## config.mk

```make
export PLATFORM = sky130hd
export DESIGN_NAME = mux8_rr_sched
export DESIGN_NICKNAME = d
export VERILOG_FILES = /design/src/rtl/mux8_rr_sched.sv
export SDC_FILE = /design/constraint.sdc
export NUM_CORES = 1
export LEC_CHECK = 0
export CAP_MARGIN = 15
export CORE_MARGIN = 3
export CORE_UTILIZATION = 30
export CTS_CLUSTER_SIZE = 12
export DETAILED_ROUTE_END_ITERATION = 7
export HOLD_SLACK_MARGIN = 0.03
export PLACE_DENSITY = 0.65
export SYNTH_ARGS = -nofsm -noshare
export SYNTH_HDL_FRONTEND = slang
export SYNTH_SLANG_ARGS = --single-unit
export TNS_END_PERCENT = 1
```

## constraint.sdc

```tcl
create_clock -name clk -period 5.3 [get_ports clk]
set_input_delay 1.06 -clock clk [delete_from_list [all_inputs] [get_ports clk]]
set_output_delay 1.06 -clock clk [all_outputs]
set_load 0.05 [all_outputs]
```

## src/rtl/mux8_rr_sched.sv

```systemverilog
// mux8_rr_sched: round-robin scheduler granting one of eight requesters a burst-limited
// slot on a shared 8:1 datapath and a single ready/valid output port.
module mux8_rr_sched #(
   parameter int DW = 8,
   parameter int BURST = 4
) (
   input  logic            clk,
   input  logic            rst_n,
   input  logic [7:0]      req,
   input  logic [8*DW-1:0] data,
   input  logic            out_ready,
   output logic [2:0]      sel,
   output logic [7:0]      gnt,
   output logic            out_valid,
   output logic [DW-1:0]   out_data,
   output logic [2:0]      out_src
);
   typedef enum logic {IDLE, GRANT} state_t;
   state_t state, state_nx;
   logic [2:0] ptr, ptr_nx, sel_nx, pick;
   logic [7:0] gnt_nx;
   logic [3:0] cnt, cnt_nx;
   logic found, xfer, rel;
   always_comb begin
      pick = ptr;
      found = 1'b0;
      for (int k = 0; k < 8; k++) begin
         if (!found && req[3'(ptr + 3'(k))]) begin
            pick = 3'(ptr + 3'(k));
            found = 1'b1;
         end
      end
   end
   assign out_valid = (state == GRANT) && req[sel];
   assign xfer      = out_valid && out_ready;
   assign rel       = (state == GRANT) && (!req[sel] || (xfer && cnt == 4'(BURST - 1)));
   assign out_data  = data[sel*DW +: DW];
   assign out_src   = sel;
   always_comb begin
      state_nx = state;
      sel_nx   = sel;
      gnt_nx   = gnt;
      ptr_nx   = ptr;
      cnt_nx   = cnt;
      if (state == IDLE) begin
         if (found) begin
            state_nx = GRANT;
            sel_nx   = pick;
            gnt_nx   = 8'd1 << pick;
            cnt_nx   = '0;
         end
      end else if (rel) begin
         // every grant returns to IDLE for one cycle; the pointer moves past the grantee
         state_nx = IDLE;
         gnt_nx   = '0;
         cnt_nx   = '0;
         ptr_nx   = sel + 3'd1;
      end else if (xfer) begin
         cnt_nx = cnt + 4'd1;
      end
   end
   always_ff @(posedge clk or negedge rst_n) begin
      if (!rst_n) begin
         state <= IDLE;
         sel   <= '0;
         gnt   <= '0;
         ptr   <= '0;
         cnt   <= '0;
      end else begin
         state <= state_nx;
         sel   <= sel_nx;
         gnt   <= gnt_nx;
         ptr   <= ptr_nx;
         cnt   <= cnt_nx;
      end
   end
endmodule

```

[Word level (Yosys, flattened, before mapping)]
Index checks and enable logic that the tools add are counted.
Operators by class
  add/sub/neg operators: 9
  $mul: 0
  divide/modulo/power cells: 0
  $lt $le $gt $ge: 9
  eq/ne operators: 3
  shifts and indexed selects: 2
  muxes and demuxes: 43
  bitwise logic cells: 1
  reduce and logical (&&, ||, !) cells: 25
Operators by type and width (count)
  variable part select 64 x 7 -> 8 bit: 1
  less-than comparator 3 x 4 -> 1 bit, second input constant: 9
  binary-select mux 1 bit (select 3 bit): 9
  2-to-1 mux 8 bit: 3
  2-to-1 mux 3 bit: 7
  2-to-1 mux 1 bit: 20
  2-to-1 mux 4 bit: 4
  adder 3 bit, second input constant: 4
  logical AND 1 bit: 11
  logical NOT 1 bit: 8
  AND reduction 2 bit: 4
  left shift 1 x 3 -> 8 bit, first input constant: 1
  adder 3 x 1 -> 3 bit, second input constant: 2
  adder 3 x 2 -> 3 bit, second input constant: 2
  adder 4 x 1 -> 4 bit, second input constant: 1
  == test 4 x 2 -> 1 bit, second input constant: 1
  inequality test 3 x 1 -> 1 bit, second input constant: 1
  inequality test 2 x 1 -> 1 bit, second input constant: 1
  nonzero test 2 bit: 1
  logical OR 1 bit: 1
  NOT 1 bit: 1
Word-level totals
  register bits after elaboration: 19
  latch bits: 0
  bits in writable memories: 0
  bits in read-only memories: 0
  input bits: 75
  output and inout bits: 23
  memories kept: 0

[Logic depth before layout (Yosys ltp)]
  word-level depth: 27
  gate-level depth with buffers: 13
  depth with buffers taken out: 9

[Worst setup path before layout]
No wires, ideal clock.
  kind: reg2out
  start: reg sel[0] (netlist: out_src[0])
  end: out out_data[0]
  arrival time: 2679 ps
  path slack: 1561 ps
  cell stages (with the launch flop): 5
  path buffers: 2
  path through: dfrtp_1 > buf_1 > buf_1 > mux4_2 > mux2_2
Between the ends
  longest elaborated chain between the ends: 1
RTL lines
  start: declaration: line 12  | output logic [2:0] sel,
  start signal: assignment: line 71  | sel <= sel_nx;
  variable part select 64 x 7 -> 8 bit: line 37  | assign out_data = data[sel*DW +: DW];
  end: declaration: line 15  | output logic [DW-1:0] out_data,
No other way between the ends.

[Worst setup path after layout]
  start: in req[7]
  end: out out_valid
Between the ends
  longest elaborated chain between the ends: 3
RTL lines
  start: declaration: line 9  | input logic [7:0] req,
  binary-select mux 1 bit (select 3 bit): line 34  | assign out_valid = (state == GRANT) && req[sel];
  2-to-1 mux 1 bit (not written as such): line 34
  logical AND 1 bit: line 34
  end: declaration: line 14  | output logic out_valid,
No other way between the ends. The select of a mux whose other input is x is not followed.

==> impl_metrics.py <==
metrics = {
    "critical_path": {
        "critPathLaunchType": "input port",
        "reg2regPathDepth": 10,
        "r2r-end": "gnt[5]",
        "worst_setup_path_end_kind": "output pin",
        "crit_fanout": 7,
        "ff2ff_setup_slack_ps": 1390,
        "path_cells": "clkdlybuf4s50_1 -> mux4_2 -> mux2i_1 -> nor2_1 -> clkdlybuf4s50_1",
        "path_buf_inv": 2,
        "cpLargestDelayFamily": "buffers and inverters",
        "slowest_stage": "clkdlybuf4s50_1",
        "crit_type": "input port to output pin",
        "r2r-start": "ptr[0]",
        "path_common_cell": "clkdlybuf4s50_1",
        "slowest_delay_ps": 720,
        "required_ps": 4240,
        "worstPathArrival_ps": 3220,
    },
    "sta": {
        "finalHoldViolCount": 0,
        "fmaxAchievable_mhz": 234,
        "worstMarginPinSlew_ps": 863,
        "fin_crit_ps": 4280,
        "skew_ps": 1.13,
        "slew_viol_final": 0,
        "setup_ws_ps": 1020,
        "setup_viol": 0,
        "fin_setup_tns_ps": 0,
        "slew_headroom": 0.423,
        "rsz0062_at_grt": "false",
        "fin_crit_sh": 0.807,
    },
    "run_status": {
        "outcome": "finished, final reports clean",
    },
    "detailed_routing": {
        "avgViaCountPerCell": 5.50,
        "routed_wl_um": 6710,
        "wl_per_cell_um": 16.6,
        "drc": 0,
        "drt_pass1_iterations": 4,
        "num_vias": 2226,
        "ant_nets": 0,
        "drt_iter0_markers": 127,
    },
    "cells_and_area": {
        "area_growth_syn_to_layout_pct": 46.1,
        "drive_above_1_share": 0.193,
        "final_common_cell": "clkdlybuf4s50_1",
        "fin_nets": 386,
        "n_antenna_cell": 0,
        "layout.cells.most_common_list": "clkdlybuf4s50_1, mux4_2, nand2_1",
    },
    "worst_hold_path": {
        "hold_path_depth": 2,
        "min_to": "gnt[0]",
        "min-delay-start": "gnt[0]",
        "hold_class": "register to register",
    },
    "clock_network": {
        "cts_sinks": 19,
        "numCtsBuffers": 3,
        "post_cts_buffers": 0,
        "hold_buffers": 0,
        "post_cts_resized": 0,
        "path_clk_slew_ps": 70,
        "cts_tree": "done",
        "clock_path_buffers": 2,
        "insertion_delay_ps": 250,
        "h-tree-depth": 1,
        "cts_root_buffer": "clkbuf_8",
    },
    "run": {
        "maxCapViolations": 0,
    },
    "global_route": {
        "grt_max_degree": 23,
        "grt_pass1_vias": 2297,
        "grt_pass1_wl_um": 11000,
        "antenna_found_initial": 0,
        "grt_usage": 0.154,
        "grt.overflow.total": 0,
    },
    "power_and_ir_drop": {
        "fin_total_pwr_mw": 2.36,
        "p_leak_nw": 1.26,
        "max-vdd-ir-drop_mv": 0.274,
        "powerDensity_nw_per_um2": 687,
    },
    "placed_design": {
        "dp_hpwl_um": 5430,
        "portBuffers": 97,
        "place_congestion": 0.867,
        "pre_cts_ws_ps": 1060,
    },
    "yosys": {
        "yosysUniqueCellTypes": 56,
        "netlist_instances": 218,
        "syn_nets": 297,
        "synth_area_leaders": "mux4_2, dfrtp_1, mux2_2",
        "async_flop_share": 1.00,
        "syn_area_per_cell_sq_um": 10.8,
        "synth.yosys.seq_area_share": 0.202,
        "ys_ff_latch": 19,
        "synth_edf_count": 0,
        "yosysTopAreaCell": "mux4_2",
        "yosys_warnings": 0,
        "netlist_area_sq_um": 2350,
        "synth_flop_cell": "dfrtp_1",
        "synth_top_area_frac": 0.249,
    },
    "floorplanning": {
        "dieArea_sq_um": 8930,
        "die_h_um": 94.5,
        "start_util": 0.317,
        "pin_count": 98,
        "num_rows": 31,
        "fp.dieW_um": 94.5,
        "core_area_sq_um": 7410,
    },
}
-- power by group --
group	switching [mW]	internal [mW]	total [mW]
registers	0.0829	0.193	0.276
clock network	0.0472	0.0534	0.101
logic	1.14	0.841	1.98
-- cell usage after synthesis, drive strengths merged, types with 2 or more instances --
master and count:
clkbuf 7, nand3 2, dfrtp 19, inv 7, ha 4, o311ai 3
and2 3, buf 10, mux4 30, a21oi 6, o21ai 17, nor3b 2
xnor2 6, mux2 18, o32ai 2, nor3 4, o41ai 8, nor2b 2
a211oi 2, or3 2, nor2 9, mux2i 5, nand2 27
-- worst reg2reg max path, delay by kind of cell, from the launching register on --
family / cells / cell delay [ps]
buf+inv: 2 / 390
fa+ha+maj: 1 / 610
mux: 2 / 1030
compound gates: 2 / 500
simple gates: 3 / 940
flops: 1 / 330
-- kinds of logic after synthesis --
group	share of synthesized area
compound gates	0.165
flops	0.202
buf+inv	0.0479
simple gates	0.134
mux	0.403
fa+ha+maj	0.0213
xor+xnor	0.0261
-- routing by layer --
metal | wire, um | GRT usage | vias up
met5 | 0 | 0 | -
met4 | 148 | 0.0541 | 0
met3 | 576 | 0.0327 | 11
met2 | 3150 | 0.258 | 101
met1 | 2830 | 0.198 | 1069
li1 | - | - | 1045
-- registers in the layout (all words and copies together), names as in the netlist --
signal	count
state	1
gnt	8
cnt	4
ptr	3
out_src	3
-- per-stage QoR --
stage	utilization	hold WS, ps	instances	instance area, sq um
6_report	0.463	484	405	3430
5_1_grt	0.463	521	405	3430
4_1_cts	0.463	488	405	3430
3_5_place_dp	0.457	466	401	3390
3_3_place_gp	0.457	470	401	3390
2_1_floorplan	-	473	218	2350
-- cell type report --
cell class / instances / area [sq um]
Clock buffer: 4 / 45.0
Fill cell: 694 / 3980
Inverter: 7 / 26.3
Multi-Input combinational cell: 175 / 1760
Sequential cell: 19 / 475
Tap cell: 99 / 124
Timing Repair Buffer: 101 / 1000
-- how the worst max path moves through the flow --
stage                    start          end  slack [ps]  cells past startpoint
finish                  req[7]    out_valid        1020                      5
global route            req[7]    out_valid         920                      5
CTS                     req[7]    out_valid        1030                      5
detailed placement      req[7]    out_valid        1060                      5
global placement        req[6]    out_valid        1070                      5
floorplan           out_src[0]  out_data[0]        1560                      4
Note: power is estimated with default switching activity, not from simulation.
